===== config.mk =====
export PLATFORM = sky130hd
export DESIGN_NAME = svm_mem_sequencer
export DESIGN_NICKNAME = d
export VERILOG_FILES = /design/src/rtl/svm_pkg.sv /design/src/rtl/svm_wrap_counter.sv /design/src/rtl/svm_mem_sequencer.sv
export SDC_FILE = /design/constraint.sdc
export NUM_CORES = 1
export LEC_CHECK = 0
export CORE_ASPECT_RATIO = 1.25
export CORE_MARGIN = 4
export CORE_UTILIZATION = 40
export CTS_CLUSTER_SIZE = 20
export DETAILED_ROUTE_END_ITERATION = 16
export GPL_TIMING_DRIVEN = 1
export MAX_ROUTING_LAYER = met4
export PLACE_DENSITY_LB_ADDON = 0.08
export SYNTH_ARGS = -nofsm -noshare
export SYNTH_HDL_FRONTEND = slang
export SYNTH_SLANG_ARGS = --single-unit

===== constraint.sdc =====
create_clock -name clk -period 2.9 [get_ports clk]
set_clock_uncertainty 0.1 [all_clocks]
set_input_delay 0.29 -clock clk [delete_from_list [all_inputs] [get_ports clk]]
set_output_delay 0.29 -clock clk [all_outputs]
set_load 0.02 [all_outputs]

===== src/rtl/svm_pkg.sv =====
// Shared definitions for the SVM datapath blocks.
//   state_t            : sequencer FSM encoding (3-bit)
//   NUM_OF_PIXELS_DEF  : default pixels per test vector
//   NUM_OF_SV_DEF      : default support vectors per classifier
// The MAC and decision-function blocks use the same defaults.
package svm_pkg;

  localparam int unsigned NUM_OF_PIXELS_DEF = 784;
  localparam int unsigned NUM_OF_SV_DEF     = 10;

  typedef enum logic [2:0] {
    ST_IDLE    = 3'd0,
    ST_LOAD    = 3'd1,
    ST_SETTLE  = 3'd2,
    ST_COMPUTE = 3'd3,
    ST_DONE    = 3'd4
  } state_t;

endpackage


===== src/rtl/svm_wrap_counter.sv =====
// Up-counter that wraps to zero after reaching TERMINAL.
//   clk     : clock, rising edge
//   rst     : synchronous active-high reset
//   clr     : synchronous clear (wins over en)
//   en      : advance by one (wraps to 0 at TERMINAL)
//   cnt     : current count
//   at_term : cnt == TERMINAL
module svm_wrap_counter #(
  parameter int unsigned WIDTH    = 8,
  parameter int unsigned TERMINAL = 255
) (
  input  logic             clk,
  input  logic             rst,
  input  logic             clr,
  input  logic             en,
  output logic [WIDTH-1:0] cnt,
  output logic             at_term
);

  localparam logic [WIDTH-1:0] TERM_V = WIDTH'(TERMINAL);

  assign at_term = (cnt == TERM_V);

  always_ff @(posedge clk) begin
    if (rst || clr) begin
      cnt <= '0;
    end else if (en) begin
      cnt <= at_term ? '0 : cnt + WIDTH'(1);
    end
  end

endmodule


===== src/rtl/svm_mem_sequencer.sv =====
// Restartable, pausable memory/compute sequencer for the SVM datapath.
// One classification per en pulse: LOAD -> SETTLE -> COMPUTE -> DONE.
//   clk, rst          : clock / synchronous active-high reset
//   en                : start request, honoured only in IDLE
//   load_valid        : pixel valid during LOAD
//   pause             : backpressure, freezes COMPUTE
//   re, we, addr      : memory read/write enables and pixel address
//   sv_idx            : support vector index during COMPUTE
//   stall_MEM         : high in LOAD and SETTLE
//   mac_clear/last    : first/last pixel of current SV is being read
//   decision_funct_en : one-cycle pulse in DONE
//   busy, done        : not-IDLE flag, one-cycle completion pulse
module svm_mem_sequencer
  import svm_pkg::*;
#(
  parameter int unsigned NUM_OF_PIXELS = NUM_OF_PIXELS_DEF,
  parameter int unsigned NUM_OF_SV     = NUM_OF_SV_DEF,
  parameter int unsigned SETTLE_CYCLES = 10,
  parameter int unsigned ADDR_WIDTH    = 10,
  parameter int unsigned SV_IDX_WIDTH  = 4
) (
  input  logic                    clk,
  input  logic                    rst,
  input  logic                    en,
  input  logic                    load_valid,
  input  logic                    pause,
  output logic                    re,
  output logic                    we,
  output logic [ADDR_WIDTH-1:0]   addr,
  output logic [SV_IDX_WIDTH-1:0] sv_idx,
  output logic                    stall_MEM,
  output logic                    mac_clear,
  output logic                    mac_last,
  output logic                    decision_funct_en,
  output logic                    busy,
  output logic                    done
);

  localparam int unsigned SETTLE_W = (SETTLE_CYCLES > 1) ? $clog2(SETTLE_CYCLES) : 1;

  state_t state, state_nxt;

  logic [ADDR_WIDTH-1:0]   pix_cnt;
  logic [SV_IDX_WIDTH-1:0] sv_cnt;
  logic [SETTLE_W-1:0]     settle_cnt;
  logic                    pix_term, sv_term, settle_term;
  logic                    pix_en, pix_clr, sv_en, sv_clr, settle_en, settle_clr;
  logic                    run;

  // A compute step happens only on unpaused COMPUTE cycles.
  assign run = (state == ST_COMPUTE) && !pause;

  // pix_cnt wraps to 0 on the last load beat, and is cleared again in
  // SETTLE so COMPUTE always starts from pixel 0.
  assign pix_en     = ((state == ST_LOAD) && load_valid) || run;
  assign pix_clr    = (state == ST_IDLE) || (state == ST_SETTLE) || (state == ST_DONE);
  assign sv_en      = run && pix_term;
  assign sv_clr     = (state != ST_COMPUTE);
  assign settle_en  = (state == ST_SETTLE);
  assign settle_clr = (state != ST_SETTLE);

  svm_wrap_counter #(
    .WIDTH    (ADDR_WIDTH),
    .TERMINAL (NUM_OF_PIXELS - 1)
  ) u_pix_cnt (
    .clk     (clk),
    .rst     (rst),
    .clr     (pix_clr),
    .en      (pix_en),
    .cnt     (pix_cnt),
    .at_term (pix_term)
  );

  svm_wrap_counter #(
    .WIDTH    (SV_IDX_WIDTH),
    .TERMINAL (NUM_OF_SV - 1)
  ) u_sv_cnt (
    .clk     (clk),
    .rst     (rst),
    .clr     (sv_clr),
    .en      (sv_en),
    .cnt     (sv_cnt),
    .at_term (sv_term)
  );

  svm_wrap_counter #(
    .WIDTH    (SETTLE_W),
    .TERMINAL (SETTLE_CYCLES - 1)
  ) u_settle_cnt (
    .clk     (clk),
    .rst     (rst),
    .clr     (settle_clr),
    .en      (settle_en),
    .cnt     (settle_cnt),
    .at_term (settle_term)
  );

  always_ff @(posedge clk) begin
    if (rst) begin
      state <= ST_IDLE;
    end else begin
      state <= state_nxt;
    end
  end

  always_comb begin
    state_nxt         = state;
    re                = 1'b0;
    we                = 1'b0;
    addr              = '0;
    sv_idx            = '0;
    stall_MEM         = 1'b0;
    mac_clear         = 1'b0;
    mac_last          = 1'b0;
    decision_funct_en = 1'b0;
    busy              = (state != ST_IDLE);
    done              = 1'b0;

    unique case (state)
      ST_IDLE: begin
        if (en) state_nxt = ST_LOAD;
      end
      ST_LOAD: begin
        stall_MEM = 1'b1;
        we        = load_valid;
        addr      = pix_cnt;
        if (load_valid && pix_term) state_nxt = ST_SETTLE;
      end
      ST_SETTLE: begin
        stall_MEM = 1'b1;
        if (settle_term) state_nxt = ST_COMPUTE;
      end
      ST_COMPUTE: begin
        re        = !pause;
        addr      = pix_cnt;
        sv_idx    = sv_cnt;
        mac_clear = !pause && (pix_cnt == '0);
        mac_last  = !pause && pix_term;
        if (run && pix_term && sv_term) state_nxt = ST_DONE;
      end
      ST_DONE: begin
        decision_funct_en = 1'b1;
        done              = 1'b1;
        state_nxt         = ST_IDLE;
      end
      default: state_nxt = ST_IDLE;
    endcase
  end

endmodule


==> impl_metrics.json, run 1 <==
{
  "critPathKind": "reg2out",
  "drive_above_1_share_pct": 7.78,
  "hpwl_microns": 2500,
  "clock.fmax_mhz": 378,
  "clock-root-buffer": "clkbuf_4",
  "synth_area_leaders": "dfxtp_1, and2_1, or3_1",
  "cts_buffer_depth": 2,
  "dieWidth_microns": 57.8,
  "pin_count": 27,
  "syn_area_per_cell_sq_um": 8.05,
  "drt-initial-drc-count": 35,
  "async_reset_ff_share_pct": 0,
  "tightest_slew_ps": 535,
  "row_count": 22,
  "cp_data_arrival_time_ps": 2260,
  "grt-ovfl-total": 0,
  "place_ws_ps": 314,
  "yosysTopAreaCell": "dfxtp_1",
  "required_ps": 2510,
  "insertion_delay_ps": 310,
  "drcViolationCount": 0,
  "synth_enable_flop_cells": 0,
  "cts.hold.buffers_added": 0,
  "syn-instance-count": 154,
  "post_cts_buffers": 0,
  "ys_ff_latch": 21,
  "cts_resized": 1,
  "slew_headroom_pct": 64.3,
  "final_util_pct": 53.1,
  "reg2reg_slack_ps": 640,
  "finalHoldViolCount": 0,
  "clk_pin_slew_ps": 120,
  "power_per_cell_area_nw_per_um2": 351,
  "syn_nets": 161,
  "finalSetupViolCount": 0,
  "rsz0062_at_grt": "no",
  "cts_tree": "yes",
  "antenna_found_initial": 0,
  "via_per_inst": 5.74,
  "route.final.wire_length_microns": 3350,
  "die_y_microns": 70.3,
  "critPathCaptureType": "output pin",
  "cts_sinks": 21,
  "hold_path.class": "reg2reg",
  "grt_pass1_vias": 1246,
  "wire_per_inst_microns": 15.5,
  "min_period_over_period_pct": 91.3,
  "htreeDepth": 1,
  "grtUsageTotal_pct": 17.5,
  "portBuffers": 26,
  "grt_pass1_wl_microns": 5550,
  "start_kind": "flop",
  "syn_to_final_growth_pct": 26.0,
  "setup_ws_ps": 253,
  "via_count": 1240,
  "holdWs_ps": 415,
  "grt_max_degree": 20,
  "ir_worst_vdd_uv": 191,
  "synth_warnings": 0,
  "start_util_pct": 42.1,
  "fin_nets": 188,
  "antenna_cells": 0,
  "final_antenna_net_count": 0,
  "ys_types": 42,
  "syn_area_sq_um": 1240,
  "synth_common_cells": "dfxtp_1, nor2_1, a21oi_1, and2_1, o21ai_0",
  "synth.top_cell.area_share_pct": 33.9,
  "power.total_mw": 0.549,
  "synth_ff_type": "dfxtp_1",
  "slew_viol_final": 0,
  "status": "finished clean",
  "cts_buffers": 3,
  "firstDrtPassIters": 4,
  "fin_tns_setup_ps": 0,
  "core_area_sq_um": 2950,
  "crit_fanout": 8,
  "p_leak_nw": 0.494,
  "drv_cap": 0,
  "place.gp.congestion": 0.828,
  "yosysSeqAreaShare_pct": 33.9,
  "die_area_sq_um": 4060,
  "yosysMostFrequentCell": "dfxtp_1",
  "final.min_clock_period_ps": 2650
}
## cells in the final DEF (no fill, tap or decap), types with 2 or more instances in the layout
cell type / n
a21oi_1: 11
a31oi_1: 2
and2_1: 11
and3_1: 4
buf_4: 3
clkbuf_4: 3
clkdlybuf4s50_1: 25
dfxtp_1: 21
ha_1: 2
inv_1: 5
mux2i_1: 3
nand2_1: 5
nand3_1: 5
nand3b_1: 3
nor2_1: 12
nor2b_1: 5
nor3_1: 2
nor3b_1: 2
nor4_1: 2
o2111ai_1: 2
o21ai_0: 10
o31ai_1: 2
or2_2: 3
or3_1: 9
or3b_2: 3
or4_1: 3
xnor2_1: 5
## metal layers
layer	share of wire, %	global-route usage, %
met5	0	-
met4	0.66	7.73
met3	5.1	2.59
met2	51	30.0
met1	43	19.8
## registers in the layout, summed over array words and instances (netlist names)
register          flops
u_pix_cnt.cnt        10
u_sv_cnt.cnt          4
u_settle_cnt.cnt      4
state                 3
## final timing paths
path | startpoint | endpoint | cells after the start
worst min register to register | u_settle_cnt.cnt[0] | u_settle_cnt.cnt[0] | 1
worst max-delay path | u_pix_cnt.cnt[4] | mac_last | 4
worst min-delay path | u_settle_cnt.cnt[0] | u_settle_cnt.cnt[0] | 1
worst max register to register | u_pix_cnt.cnt[4] | u_sv_cnt.cnt[1] | 4
## cells by family (layout without fill, tap and decap cells)
kind of cell / count (synthesis) / after routing / synth area share (%)
and+or+nand+nor: 77 / 77 / 37.7
AOI/OAI and AO/OA: 33 / 33 / 15.6
DFF: 21 / 21 / 33.9
buffers and inverters: 12 / 38 / 4.04
xor gates and xnor gates: 6 / 6 / 4.24
muxes: 3 / 3 / 2.42
adders and majority gates: 2 / 2 / 2.02
## metrics by stage
stage / instance area [sq um] / cells
2_1_floorplan: 1240 / 154
3_3_place_gp: 1540 / 212
3_5_place_dp: 1540 / 212
4_1_cts: 1560 / 216
5_1_grt: 1560 / 216
6_report: 1560 / 216
## critical path, cell delays in order, from the launching register on
cell and delay, ps:
dfxtp_1 370, or4_4 580, or3_1 470, nor3_1 180
dlygate4sd2_1 350
## area by class of cell
class	instances	area [sq um]
repair buffers	29	282
clock buffers	3	22.5
inverters	5	18.8
clock inverters	1	5.00
flip-flops and latches	21	420
multi-input cells	121	769
fillers	298	1380
well taps	36	45.0
## where the power goes
part           switching (mW)  leakage, nW  total (mW)  internal (mW)
clock                  0.0924       0.0177       0.144         0.0516
sequential            0.00660        0.169       0.300          0.293
combinational          0.0595        0.306       0.105         0.0455
No activity file was read; power rests on OpenSTA's default activity.
==> run 2: changes to the inputs <==
--- a/config.mk
+++ b/config.mk
@@ -8,11 +8,12 @@
 export CORE_ASPECT_RATIO = 1.25
 export CORE_MARGIN = 4
 export CORE_UTILIZATION = 40
+export CTS_CLUSTER_DIAMETER = 200
 export CTS_CLUSTER_SIZE = 20
 export DETAILED_ROUTE_END_ITERATION = 16
-export GPL_TIMING_DRIVEN = 1
 export MAX_ROUTING_LAYER = met4
 export PLACE_DENSITY_LB_ADDON = 0.08
+export REMOVE_ABC_BUFFERS = 1
 export SYNTH_ARGS = -nofsm -noshare
 export SYNTH_HDL_FRONTEND = slang
 export SYNTH_SLANG_ARGS = --single-unit
==> impl_metrics.json, run 2 (synthesis results as in run 1) <==
{
  "cts.hold.buffers_added": 0,
  "post_cts_buffers": 0,
  "core_area_sq_um": 2950,
  "ff_latch_area_sq_um": 420,
  "place_ws_ps": 318,
  "hpwl_microns": 2380,
  "slew_headroom_pct": 63.4,
  "layout_commonest_cell": "clkdlybuf4s50_1",
  "die_area_sq_um": 4060,
  "cts_buffers": 3,
  "finalHoldViolCount": 0,
  "hold_path.class": "reg2reg",
  "drv_cap": 0,
  "tightest_slew_ps": 548,
  "power_per_cell_area_nw_per_um2": 349,
  "grt_pass1_vias": 1196,
  "clock.fmax_mhz": 381,
  "place.gp.congestion": 0.892,
  "fin_tns_setup_ps": 0,
  "critPathKind": "reg2out",
  "ir_worst_vdd_uv": 152,
  "dieWidth_microns": 57.8,
  "status": "finished clean",
  "p_leak_nw": 0.491,
  "via_per_inst": 5.77,
  "holdWs_ps": 418,
  "drive_above_1_share_pct": 7.22,
  "finalSetupViolCount": 0,
  "syn_to_final_growth_pct": 25.9,
  "final_util_pct": 53.0,
  "power.total_mw": 0.545,
  "cts_tree": "yes",
  "firstDrtPassIters": 4,
  "grt_pass1_wl_microns": 5480,
  "grtUsageTotal_pct": 17.1,
  "fill_cells": 301,
  "fin_nets": 188,
  "layout_common_cells": "clkdlybuf4s50_1, dfxtp_1, nor2_1, and2_1, a21oi_1",
  "die_y_microns": 70.3,
  "reg_top3": "u_pix_cnt.cnt (10), u_settle_cnt.cnt (4), u_sv_cnt.cnt (4)",
  "grt_max_degree": 20,
  "pin_count": 27,
  "final.min_clock_period_ps": 2620,
  "wire_per_inst_microns": 14.6,
  "cp_data_arrival_time_ps": 2230,
  "start_kind": "flop",
  "clock-root-buffer": "clkbuf_4",
  "portBuffers": 26,
  "final_antenna_net_count": 0,
  "fin_area_sq_um": 1560,
  "fin_cells": 216,
  "critPathCaptureType": "output pin",
  "slew_viol_final": 0,
  "route.final.wire_length_microns": 3160,
  "max_flop_register": "u_pix_cnt.cnt",
  "drcViolationCount": 0,
  "clk_pin_slew_ps": 110,
  "crit_fanout": 8,
  "antenna_cells": 0,
  "insertion_delay_ps": 300,
  "row_count": 22,
  "rsz0062_at_grt": "no",
  "required_ps": 2510,
  "min_period_over_period_pct": 90.5,
  "via_count": 1246,
  "setup_ws_ps": 276,
  "place_inst": 212,
  "largest_register_ffs": 10,
  "multi_input_area_sq_um": 769,
  "start_util_pct": 42.1,
  "antenna_found_initial": 0,
  "cts_sinks": 21,
  "drt-initial-drc-count": 23,
  "grt-ovfl-total": 0,
  "htreeDepth": 1,
  "dpl_cell_area_sq_um": 1540,
  "cts_buffer_depth": 2
}
run 2: cell count changes in the layout (fill, tap and decap cells not counted):
cell,before,now
clkbuf_1,0,1
clkinv_2,1,0
run 2: critical path, cell delays in order (launching register included):
cell,delay (ps)
dfxtp_1,370
or4_4,580
or3_1,470
nor3_1,160
dlygate4sd2_1,350
run 2: repair_timing:
item / 4_1_cts / 5_1_grt
gates resized for setup: 1 / 0
setup endpoints to repair: 1 / 0
endpoints found under the hold margin: 0 / 0
run 2: final cells by class:
class,count,share of cell area (%)
well taps,36,2.88
clock buffers,4,1.68
multi-input cells,121,49.3
repair buffers,29,18.0
flip-flops and latches,21,26.9
inverters,5,1.20
run 2: per-layer routing:
layer	up-vias	GRT usage, %	part of all wire [%]
met3	4	1.85	4.3
met4	0	5.67	1.1
li1	609	-	-
met1	594	20.3	42
met2	39	29.5	52
met5	-	-	0
run 2: path summary, 6_finish.rpt:
check | from | to | slack [ps] | depth (start not counted)
max | u_pix_cnt.cnt[4] | mac_last | 280 | 4
min | u_settle_cnt.cnt[0] | u_settle_cnt.cnt[0] | 420 | 1
max reg2reg | u_pix_cnt.cnt[4] | u_sv_cnt.cnt[1] | 660 | 4
min reg2reg | u_settle_cnt.cnt[0] | u_settle_cnt.cnt[0] | 420 | 1
run 2: report_power, final:
part           total [mW]  switching, mW  internal (mW)
combinational       0.104         0.0584         0.0454
sequential          0.300        0.00667          0.293
clock               0.141         0.0873         0.0535
